### config.mk
export PLATFORM = sky130hd
export DESIGN_NAME = muldiv_unit_flat
export DESIGN_NICKNAME = d
export VERILOG_FILES = /design/src/rtl/muldiv_pkg.sv /design/src/rtl/muldiv_if.sv /design/src/rtl/muldiv_div_core.sv /design/src/rtl/muldiv_unit.sv /design/src/flat_wrapper.sv
export SDC_FILE = /design/constraint.sdc
export NUM_CORES = 1
export LEC_CHECK = 0
export CAP_MARGIN = 20
export CORE_ASPECT_RATIO = 0.7
export CORE_UTILIZATION = 45
export CTS_CLUSTER_SIZE = 25
export DETAILED_ROUTE_END_ITERATION = 10
export PLACE_DENSITY_LB_ADDON = 0.1
export SLEW_MARGIN = 20
export SYNTH_ARGS = -nofsm -noshare
export SYNTH_HDL_FRONTEND = slang
export SYNTH_SLANG_ARGS = --single-unit
### constraint.sdc
create_clock -name clk -period 5.8 [get_ports clk]
set_input_delay 1.45 -clock clk [delete_from_list [all_inputs] [get_ports clk]]
set_output_delay 1.45 -clock clk [all_outputs]
set_load 0.01 [all_outputs]
### src/rtl/muldiv_pkg.sv
// RV32M multiply/divide shared definitions: func3 codes, FSM encoding, op-class helpers.
// Width-independent; datapath widths live with the modules.
package muldiv_pkg;

    localparam logic [2:0] F3_MUL    = 3'b000;
    localparam logic [2:0] F3_MULH   = 3'b001;
    localparam logic [2:0] F3_MULHSU = 3'b010;
    localparam logic [2:0] F3_MULHU  = 3'b011;
    localparam logic [2:0] F3_DIV    = 3'b100;
    localparam logic [2:0] F3_DIVU   = 3'b101;
    localparam logic [2:0] F3_REM    = 3'b110;
    localparam logic [2:0] F3_REMU   = 3'b111;

    typedef enum logic [1:0] {
        ST_IDLE = 2'd0,
        ST_MUL  = 2'd1,
        ST_DIV  = 2'd2,
        ST_DONE = 2'd3
    } state_t;

    function automatic logic op1_signed(input logic [2:0] f3);
        return (f3 == F3_MULH) || (f3 == F3_MULHSU) || (f3 == F3_DIV) || (f3 == F3_REM);
    endfunction

    function automatic logic op2_signed(input logic [2:0] f3);
        return (f3 == F3_MULH) || (f3 == F3_DIV) || (f3 == F3_REM);
    endfunction

    function automatic logic is_div(input logic [2:0] f3);
        return f3[2];
    endfunction

    function automatic logic is_rem(input logic [2:0] f3);
        return f3[2] & f3[1];
    endfunction

endpackage

### src/rtl/muldiv_if.sv
// Request/response bundle between the EX stage and the multiply/divide unit.
// master = pipeline side, slave = muldiv_unit.
interface muldiv_if #(
    parameter int XLEN  = 32,
    parameter int TAG_W = 5
);
    logic             in_valid;
    logic             in_ready;
    logic [2:0]       func3;
    logic [XLEN-1:0]  operand1;
    logic [XLEN-1:0]  operand2;
    logic [TAG_W-1:0] in_tag;
    logic             out_valid;
    logic             out_ready;
    logic [XLEN-1:0]  result;
    logic [TAG_W-1:0] out_tag;

    modport master (
        output in_valid, func3, operand1, operand2, in_tag, out_ready,
        input  in_ready, out_valid, result, out_tag
    );

    modport slave (
        input  in_valid, func3, operand1, operand2, in_tag, out_ready,
        output in_ready, out_valid, result, out_tag
    );
endinterface

### src/rtl/muldiv_div_core.sv
// Restoring unsigned divider datapath: one quotient bit per step, magnitudes only.
// Latency: XLEN steps after load; no handshake, the caller sequences load/step.
// Backpressure: none; state simply holds while step is low.
module muldiv_div_core #(
    parameter int XLEN = 32
) (
    input  logic            clk,
    input  logic            rst_n,
    input  logic            load,
    input  logic            step,
    input  logic [XLEN-1:0] dividend,
    input  logic [XLEN-1:0] divisor,
    output logic [XLEN-1:0] quo_nxt,
    output logic [XLEN-1:0] rem_nxt
);

    logic [XLEN-1:0] quo_q;
    logic [XLEN-1:0] rem_q;
    logic [XLEN-1:0] dsr_q;
    logic [XLEN:0]   shifted;
    logic [XLEN:0]   diff;
    logic            ge;

    // Partial remainder stays below the divisor, so a negative trial shows in the top bit.
    assign shifted = {rem_q, quo_q[XLEN-1]};
    assign diff    = shifted - {1'b0, dsr_q};
    assign ge      = ~diff[XLEN];
    assign rem_nxt = ge ? diff[XLEN-1:0] : shifted[XLEN-1:0];
    assign quo_nxt = {quo_q[XLEN-2:0], ge};

    always_ff @(posedge clk or negedge rst_n) begin
        if (!rst_n) begin
            quo_q <= '0;
            rem_q <= '0;
            dsr_q <= '0;
        end else if (load) begin
            quo_q <= dividend;
            rem_q <= '0;
            dsr_q <= divisor;
        end else if (step) begin
            quo_q <= quo_nxt;
            rem_q <= rem_nxt;
        end
    end

endmodule

### src/rtl/muldiv_unit.sv
// RV32M multi-cycle mul/div execute unit; MULDIV_FAST_MUL_EN selects a one-shot multiplier.
// Latency (request cycle to out_valid): XLEN+1 iterative, 1 for divide special cases / fast MUL.
// Backpressure: one op in flight, in_ready low until the result is taken with out_ready.
module muldiv_unit
    import muldiv_pkg::*;
#(
    parameter int XLEN  = 32,
    parameter int TAG_W = 5
) (
    input  logic    clk,
    input  logic    rst_n,
    input  logic    flush,
    muldiv_if.slave bus,
    output logic    busy
);

    localparam int              CNT_W    = $clog2(XLEN);
    localparam logic [CNT_W-1:0] CNT_LAST = CNT_W'(XLEN - 1);
    localparam logic [XLEN-1:0]  XMIN     = {1'b1, {(XLEN-1){1'b0}}};

    state_t           state, state_d;
    logic [CNT_W-1:0] cnt;
    logic [2:0]       f3_q;
    logic             neg_q, neg_r;
    logic [TAG_W-1:0] tag_q;
    logic [XLEN-1:0]  result_q;

    logic             accept, iterating, last_step;
    logic             s1, s2, div_zero, div_ovf, special;
    logic [XLEN-1:0]  mag1, mag2, special_res, mul_res;
    logic [XLEN-1:0]  quo_nxt, rem_nxt, div_res;

    function automatic logic [XLEN-1:0] mul_pick(input logic [2*XLEN-1:0] p, input logic neg,
                                                 input logic [2:0] f3);
        logic [2*XLEN-1:0] s;
        s = neg ? -p : p;
        return (f3 == F3_MUL) ? s[XLEN-1:0] : s[2*XLEN-1:XLEN];
    endfunction

    assign accept    = (state == ST_IDLE) && bus.in_valid && !flush;
    assign iterating = (state == ST_MUL) || (state == ST_DIV);
    assign last_step = iterating && (cnt == CNT_LAST);

    assign s1   = op1_signed(bus.func3) && bus.operand1[XLEN-1];
    assign s2   = op2_signed(bus.func3) && bus.operand2[XLEN-1];
    assign mag1 = s1 ? -bus.operand1 : bus.operand1;
    assign mag2 = s2 ? -bus.operand2 : bus.operand2;

    assign div_zero    = (bus.operand2 == '0);
    assign div_ovf     = op1_signed(bus.func3) && (bus.operand1 == XMIN) && (bus.operand2 == '1);
    assign special     = is_div(bus.func3) && (div_zero || div_ovf);
    assign special_res = div_zero ? (is_rem(bus.func3) ? bus.operand1 : '1)
                                  : (is_rem(bus.func3) ? '0 : bus.operand1);

`ifdef MULDIV_FAST_MUL_EN
    localparam state_t MUL_NEXT = ST_DONE;
    logic [2*XLEN-1:0] fast_prod;

    assign fast_prod = {{XLEN{1'b0}}, mag1} * {{XLEN{1'b0}}, mag2};
    assign mul_res   = mul_pick(fast_prod, s1 ^ s2, bus.func3);
`else
    localparam state_t MUL_NEXT = ST_MUL;
    logic [2*XLEN-1:0] prod, prod_nxt;
    logic [XLEN-1:0]   mcand;
    logic [XLEN:0]     prod_sum;

    // Low half starts as the multiplier and is shifted out as the product grows in.
    assign prod_sum = {1'b0, prod[2*XLEN-1:XLEN]} + (prod[0] ? {1'b0, mcand} : '0);
    assign prod_nxt = {prod_sum, prod[XLEN-1:1]};
    assign mul_res  = mul_pick(prod_nxt, neg_q, f3_q);

    always_ff @(posedge clk or negedge rst_n) begin
        if (!rst_n) begin
            prod  <= '0;
            mcand <= '0;
        end else if (accept && !is_div(bus.func3)) begin
            prod  <= {{XLEN{1'b0}}, mag2};
            mcand <= mag1;
        end else if ((state == ST_MUL) && !flush) begin
            prod <= prod_nxt;
        end
    end
`endif

    muldiv_div_core #(.XLEN(XLEN)) u_div_core (
        .clk      (clk),
        .rst_n    (rst_n),
        .load     (accept && is_div(bus.func3) && !special),
        .step     ((state == ST_DIV) && !flush),
        .dividend (mag1),
        .divisor  (mag2),
        .quo_nxt  (quo_nxt),
        .rem_nxt  (rem_nxt)
    );

    assign div_res = is_rem(f3_q) ? (neg_r ? -rem_nxt : rem_nxt)
                                  : (neg_q ? -quo_nxt : quo_nxt);

    always_comb begin
        state_d = state;
        case (state)
            ST_IDLE: begin
                if (accept && is_div(bus.func3)) state_d = special ? ST_DONE : ST_DIV;
                else if (accept)                 state_d = MUL_NEXT;
            end
            ST_MUL, ST_DIV: if (last_step) state_d = ST_DONE;
            ST_DONE:        if (bus.out_ready) state_d = ST_IDLE;
            default:        state_d = ST_IDLE;
        endcase
        if (flush) state_d = ST_IDLE;
    end

    always_ff @(posedge clk or negedge rst_n) begin
        if (!rst_n) begin
            state    <= ST_IDLE;
            cnt      <= '0;
            f3_q     <= '0;
            neg_q    <= 1'b0;
            neg_r    <= 1'b0;
            tag_q    <= '0;
            result_q <= '0;
        end else begin
            state <= state_d;
            if (flush) begin
                cnt <= '0;
            end else if (accept) begin
                f3_q  <= bus.func3;
                tag_q <= bus.in_tag;
                neg_q <= s1 ^ s2;
                neg_r <= s1;
                cnt   <= '0;
                if (special) result_q <= special_res;
`ifdef MULDIV_FAST_MUL_EN
                else if (!is_div(bus.func3)) result_q <= mul_res;
`endif
            end else if (iterating) begin
                cnt <= last_step ? '0 : cnt + 1'b1;
                // Sign fix rides on the final step so DONE holds the finished value.
                if (last_step) result_q <= (state == ST_DIV) ? div_res : mul_res;
            end
        end
    end

    assign bus.in_ready  = (state == ST_IDLE);
    assign bus.out_valid = (state == ST_DONE);
    assign bus.result    = result_q;
    assign bus.out_tag   = tag_q;
    assign busy          = (state != ST_IDLE);

endmodule

### src/flat_wrapper.sv
// flat-port wrapper written by rule: the top's interface ports become plain ports
module muldiv_unit_flat import muldiv_pkg::*;
#(
    parameter int XLEN  = 32,
    parameter int TAG_W = 5
)
  (clk, rst_n, flush, busy, bus_in_valid, bus_func3, bus_operand1, bus_operand2, bus_in_tag, bus_out_ready, bus_in_ready, bus_out_valid, bus_result, bus_out_tag);
  muldiv_if #(.XLEN(XLEN), .TAG_W(TAG_W)) bus_i ();
  input  logic clk;
  input  logic rst_n;
  input  logic flush;
  output logic busy;
  input wire logic [$bits(bus_i.in_valid)-1:0] bus_in_valid;
  input wire logic [$bits(bus_i.func3)-1:0] bus_func3;
  input wire logic [$bits(bus_i.operand1)-1:0] bus_operand1;
  input wire logic [$bits(bus_i.operand2)-1:0] bus_operand2;
  input wire logic [$bits(bus_i.in_tag)-1:0] bus_in_tag;
  input wire logic [$bits(bus_i.out_ready)-1:0] bus_out_ready;
  output wire logic [$bits(bus_i.in_ready)-1:0] bus_in_ready;
  output wire logic [$bits(bus_i.out_valid)-1:0] bus_out_valid;
  output wire logic [$bits(bus_i.result)-1:0] bus_result;
  output wire logic [$bits(bus_i.out_tag)-1:0] bus_out_tag;
  assign bus_i.in_valid = bus_in_valid;
  assign bus_i.func3 = bus_func3;
  assign bus_i.operand1 = bus_operand1;
  assign bus_i.operand2 = bus_operand2;
  assign bus_i.in_tag = bus_in_tag;
  assign bus_i.out_ready = bus_out_ready;
  assign bus_in_ready = bus_i.in_ready;
  assign bus_out_valid = bus_i.out_valid;
  assign bus_result = bus_i.result;
  assign bus_out_tag = bus_i.out_tag;
  muldiv_unit #(.XLEN(XLEN), .TAG_W(TAG_W)) u_core (.clk(clk), .rst_n(rst_n), .flush(flush), .bus(bus_i), .busy(busy));
endmodule
==> results.json <==
{
  "status": "completed",
  "drive_gt1_share_pct": 6.08,
  "routedWlPerCell_um": 25.0,
  "nets": 2833,
  "yosys_warnings": 0,
  "wl_met1_mm": 40.0,
  "gr-total-overflow": 0,
  "power.leakage_nw": 9.32,
  "instances_no_fill": 3293,
  "path_cells": "and2_1, ha_1, fa_1, a21o_1, a221oi_1, o21ai_0, xor2_1, nor4_1, nand4b_1, or3_1, or4_1, o41ai_1, xnor2_1, nor2_1, o41ai_1",
  "p_sw_share_pct": 55.8,
  "p_clk_share_pct": 11.1,
  "crit_required_ns": 6.28,
  "grt_pass1_wl_mm": 122,
  "p_comb_share_pct": 69.6,
  "synth_flop_cell": "dfrtp_1",
  "antenna_found_initial": 2,
  "cp.arrival_ns": 5.92,
  "fin_crit_sh_pct": 93.9,
  "syn_area_um2": 20000,
  "max_stage_delay_ns": 0.64,
  "placed_cells": 3242,
  "globalplace.congestion": 0.979,
  "max_cap_viol_count": 0,
  "fin_setup_tns_ns": 0,
  "start_util_pct": 45.7,
  "viasPerCell": 6.29,
  "power_density_nw_per_um2": 747,
  "die_w_um": 254,
  "ys_ff_latch": 241,
  "seqPwrFrac_pct": 19.3,
  "coreArea_um2": 43800,
  "rows": 64,
  "fin_crit_ns": 5.44,
  "worst_path_most_repeated_cell": "o41ai_1",
  "tightest_slew_ns": 1.20,
  "cts_tree": "yes",
  "clk_pin_slew_worst_paths_ns": 0.07,
  "dieArea_um2": 45400,
  "cp_max_fo": 23,
  "ys_seq_area_share_pct": 30.1,
  "clock_latency_ns": 0.59,
  "grt_max_degree": 127,
  "rsz0062_at_grt": "false",
  "clockRootBuffer": "clkbuf_16",
  "hp-class": "reg -> reg",
  "hold_buffers": 0,
  "worst_ir_drop_vdd_mv": 0.362,
  "synth_cells": 2625,
  "grt_pass1_vias": 18800,
  "drc": 0,
  "slew_headroom_pct": 19.2,
  "yosysTopAreaCell": "dfrtp_1",
  "avgSynthCellArea_um2": 7.63,
  "synth-edff-count": 0,
  "wl_met2_mm": 32.0,
  "hold_violations": 0,
  "finalSetupViolCount": 0,
  "dpl.hpwl_mm": 64.1,
  "final_antenna_net_count": 0,
  "fp.dieH_um": 179,
  "postCtsSetupBuffers": 0,
  "crit_path_end_kind": "register",
  "drt_iter0_markers": 2536,
  "htree_levels": 1,
  "maxUsedRoutingLayer": "met5",
  "numCtsBuffers": 28,
  "async_reset_ff_share_pct": 100,
  "cts.sinks": 241,
  "p_int_mw": 7.58,
  "synth_top_cell_area_share_pct": 30.1,
  "synth.net_count": 2780,
  "crit_path_top_delay_cell": "or4_1",
  "io_buffers": 116,
  "synth.distinct_cells": 82,
  "gr-usage-all-layers_pct": 36.1,
  "diodes": 0,
  "wirelength_mm": 82.5,
  "clk_path_buf_depth": 3,
  "finalClockSkew_ns": 0.0176,
  "fmax_ghz": 0.184,
  "ios": 117,
  "crit_type": "reg -> reg",
  "wl_met3_mm": 8.86,
  "slew_viol_final": 0,
  "drt-pass1-iter-count": 6,
  "synth_area_leaders": "dfrtp_1 (30%), a21oi_1 (7.0%), nand2_1 (6.5%)",
  "area_growth_pct": 14.6,
  "critPathLaunchType": "register",
  "vias": 20700,
  "totalPowerFinal_mw": 17.2,
  "p_sw_mw": 9.57
}
## layout make-up
cell class | count | area [um2]
clock inverters | 14 | 163
repair buffers | 181 | 1760
well taps | 594 | 743
clock buffers | 37 | 796
multi-input cells | 2152 | 13200
flip-flops and latches | 241 | 6030
inverters | 74 | 278
fillers | 4258 | 20900
## registers in the layout (all words and copies together) (netlist names), 3 cells and up
name / cells
u_core.prod: 64
u_core.bus.out_tag: 5
u_core.cnt: 5
u_core.u_div_core.dsr_q: 32
u_core.u_div_core.rem_q: 32
u_core.u_div_core.quo_q: 32
u_core.f3_q: 3
u_core.mcand: 32
u_core.bus.result: 32
## per-layer routing
layer  track usage (%)  vias up
met3              11.3      105
met2              48.5      859
met5                 0        -
met1              55.3    10200
met4              7.08        4
li1                  -     9576
## power groups by stage
stage,clock [mW],combinational (mW),sequential (mW)
3_5_place_dp,0,11.5,3.28
2_1_floorplan,0,7.71,2.84
6_report,1.91,11.9,3.31
5_1_grt,2.00,12.8,3.39
3_3_place_gp,0,11.5,3.27
4_1_cts,1.93,11.6,3.26
## cell usage in the layout (no fill, tap or decap), drive strengths merged, types with 66 or more instances in the layout
cell             n
nand2          349
a21oi          281
nor2           255
dfrtp          241
o21ai          201
xnor2          117
clkdlybuf4s50  115
xor2           100
nor3            85
ha              76
a211oi          76
inv             73
buf             66
## final timing paths
check	cells after the start	slack, ns	endpoint	start
worst min register to register	2	0.49	u_core.bus.out_tag[2]	u_core.bus.out_tag[2]
worst max-delay path	15	0.36	u_core.bus.result[31]	u_core.prod[0]
worst min-delay path	2	0.49	u_core.bus.out_tag[2]	u_core.bus.out_tag[2]
max in group asynchronous	2	3.76	u_core.u_div_core.dsr_q[3]	rst_n
worst max register to register	15	0.36	u_core.bus.result[31]	u_core.prod[0]
min in group asynchronous	1	0.81	u_core.prod[49]	rst_n
## critical path, delay by kind of cell (launching register included)
kind / cells / cell delay [ns]
AOI/OAI and AO/OA: 5 / 1.60
xor gates and xnor gates: 2 / 0.51
adders and majority gates: 2 / 0.62
DFF: 1 / 0.58
and+or+nand+nor: 6 / 2.02
## logic make-up after synthesis
family / count (synthesis) / synth area share [%]
fa+ha+maj: 78 / 4.95
flops: 241 / 30.1
xor+xnor: 217 / 9.49
simple gates: 1001 / 23.7
compound gates: 808 / 24.9
mux: 48 / 2.46
buf+inv: 232 / 4.36
## cell usage after synthesis, drive strengths merged (9+ instances only)
cell,count
nand4,33
o21a,10
or2,14
buf,15
nand2,349
and2,56
inv,73
nand3,41
or3,28
o41ai,26
xor2,100
nor2,255
dfrtp,241
o21ai,201
nor3,85
clkbuf,143
nand2b,13
o21bai,10
a211oi,76
a21oi,281
xnor2,117
a31oi,16
o211ai,24
or4,23
mux2i,39
o31ai,47
nor4,21
mux2,9
a21o,20
and3,43
ha,76
## stage by stage
step	cell area (um2)	utilization (%)	hold WS (ns)	worst slack (ns)
after floorplan	20000	-	0.450	0.360
after global placement	21900	50.1	0.458	0.450
after detailed placement	22000	50.2	0.465	0.384
after CTS	22900	52.4	0.488	0.444
after global routing	22900	52.4	0.511	0.0797
final	22900	52.4	0.488	0.356
## timing repair
item | CTS | global route
hold endpoints to repair | 0 | 0
setup endpoints to repair | 0 | 2
resized for setup | 0 | 1
Power figures use the tool's default switching activity.
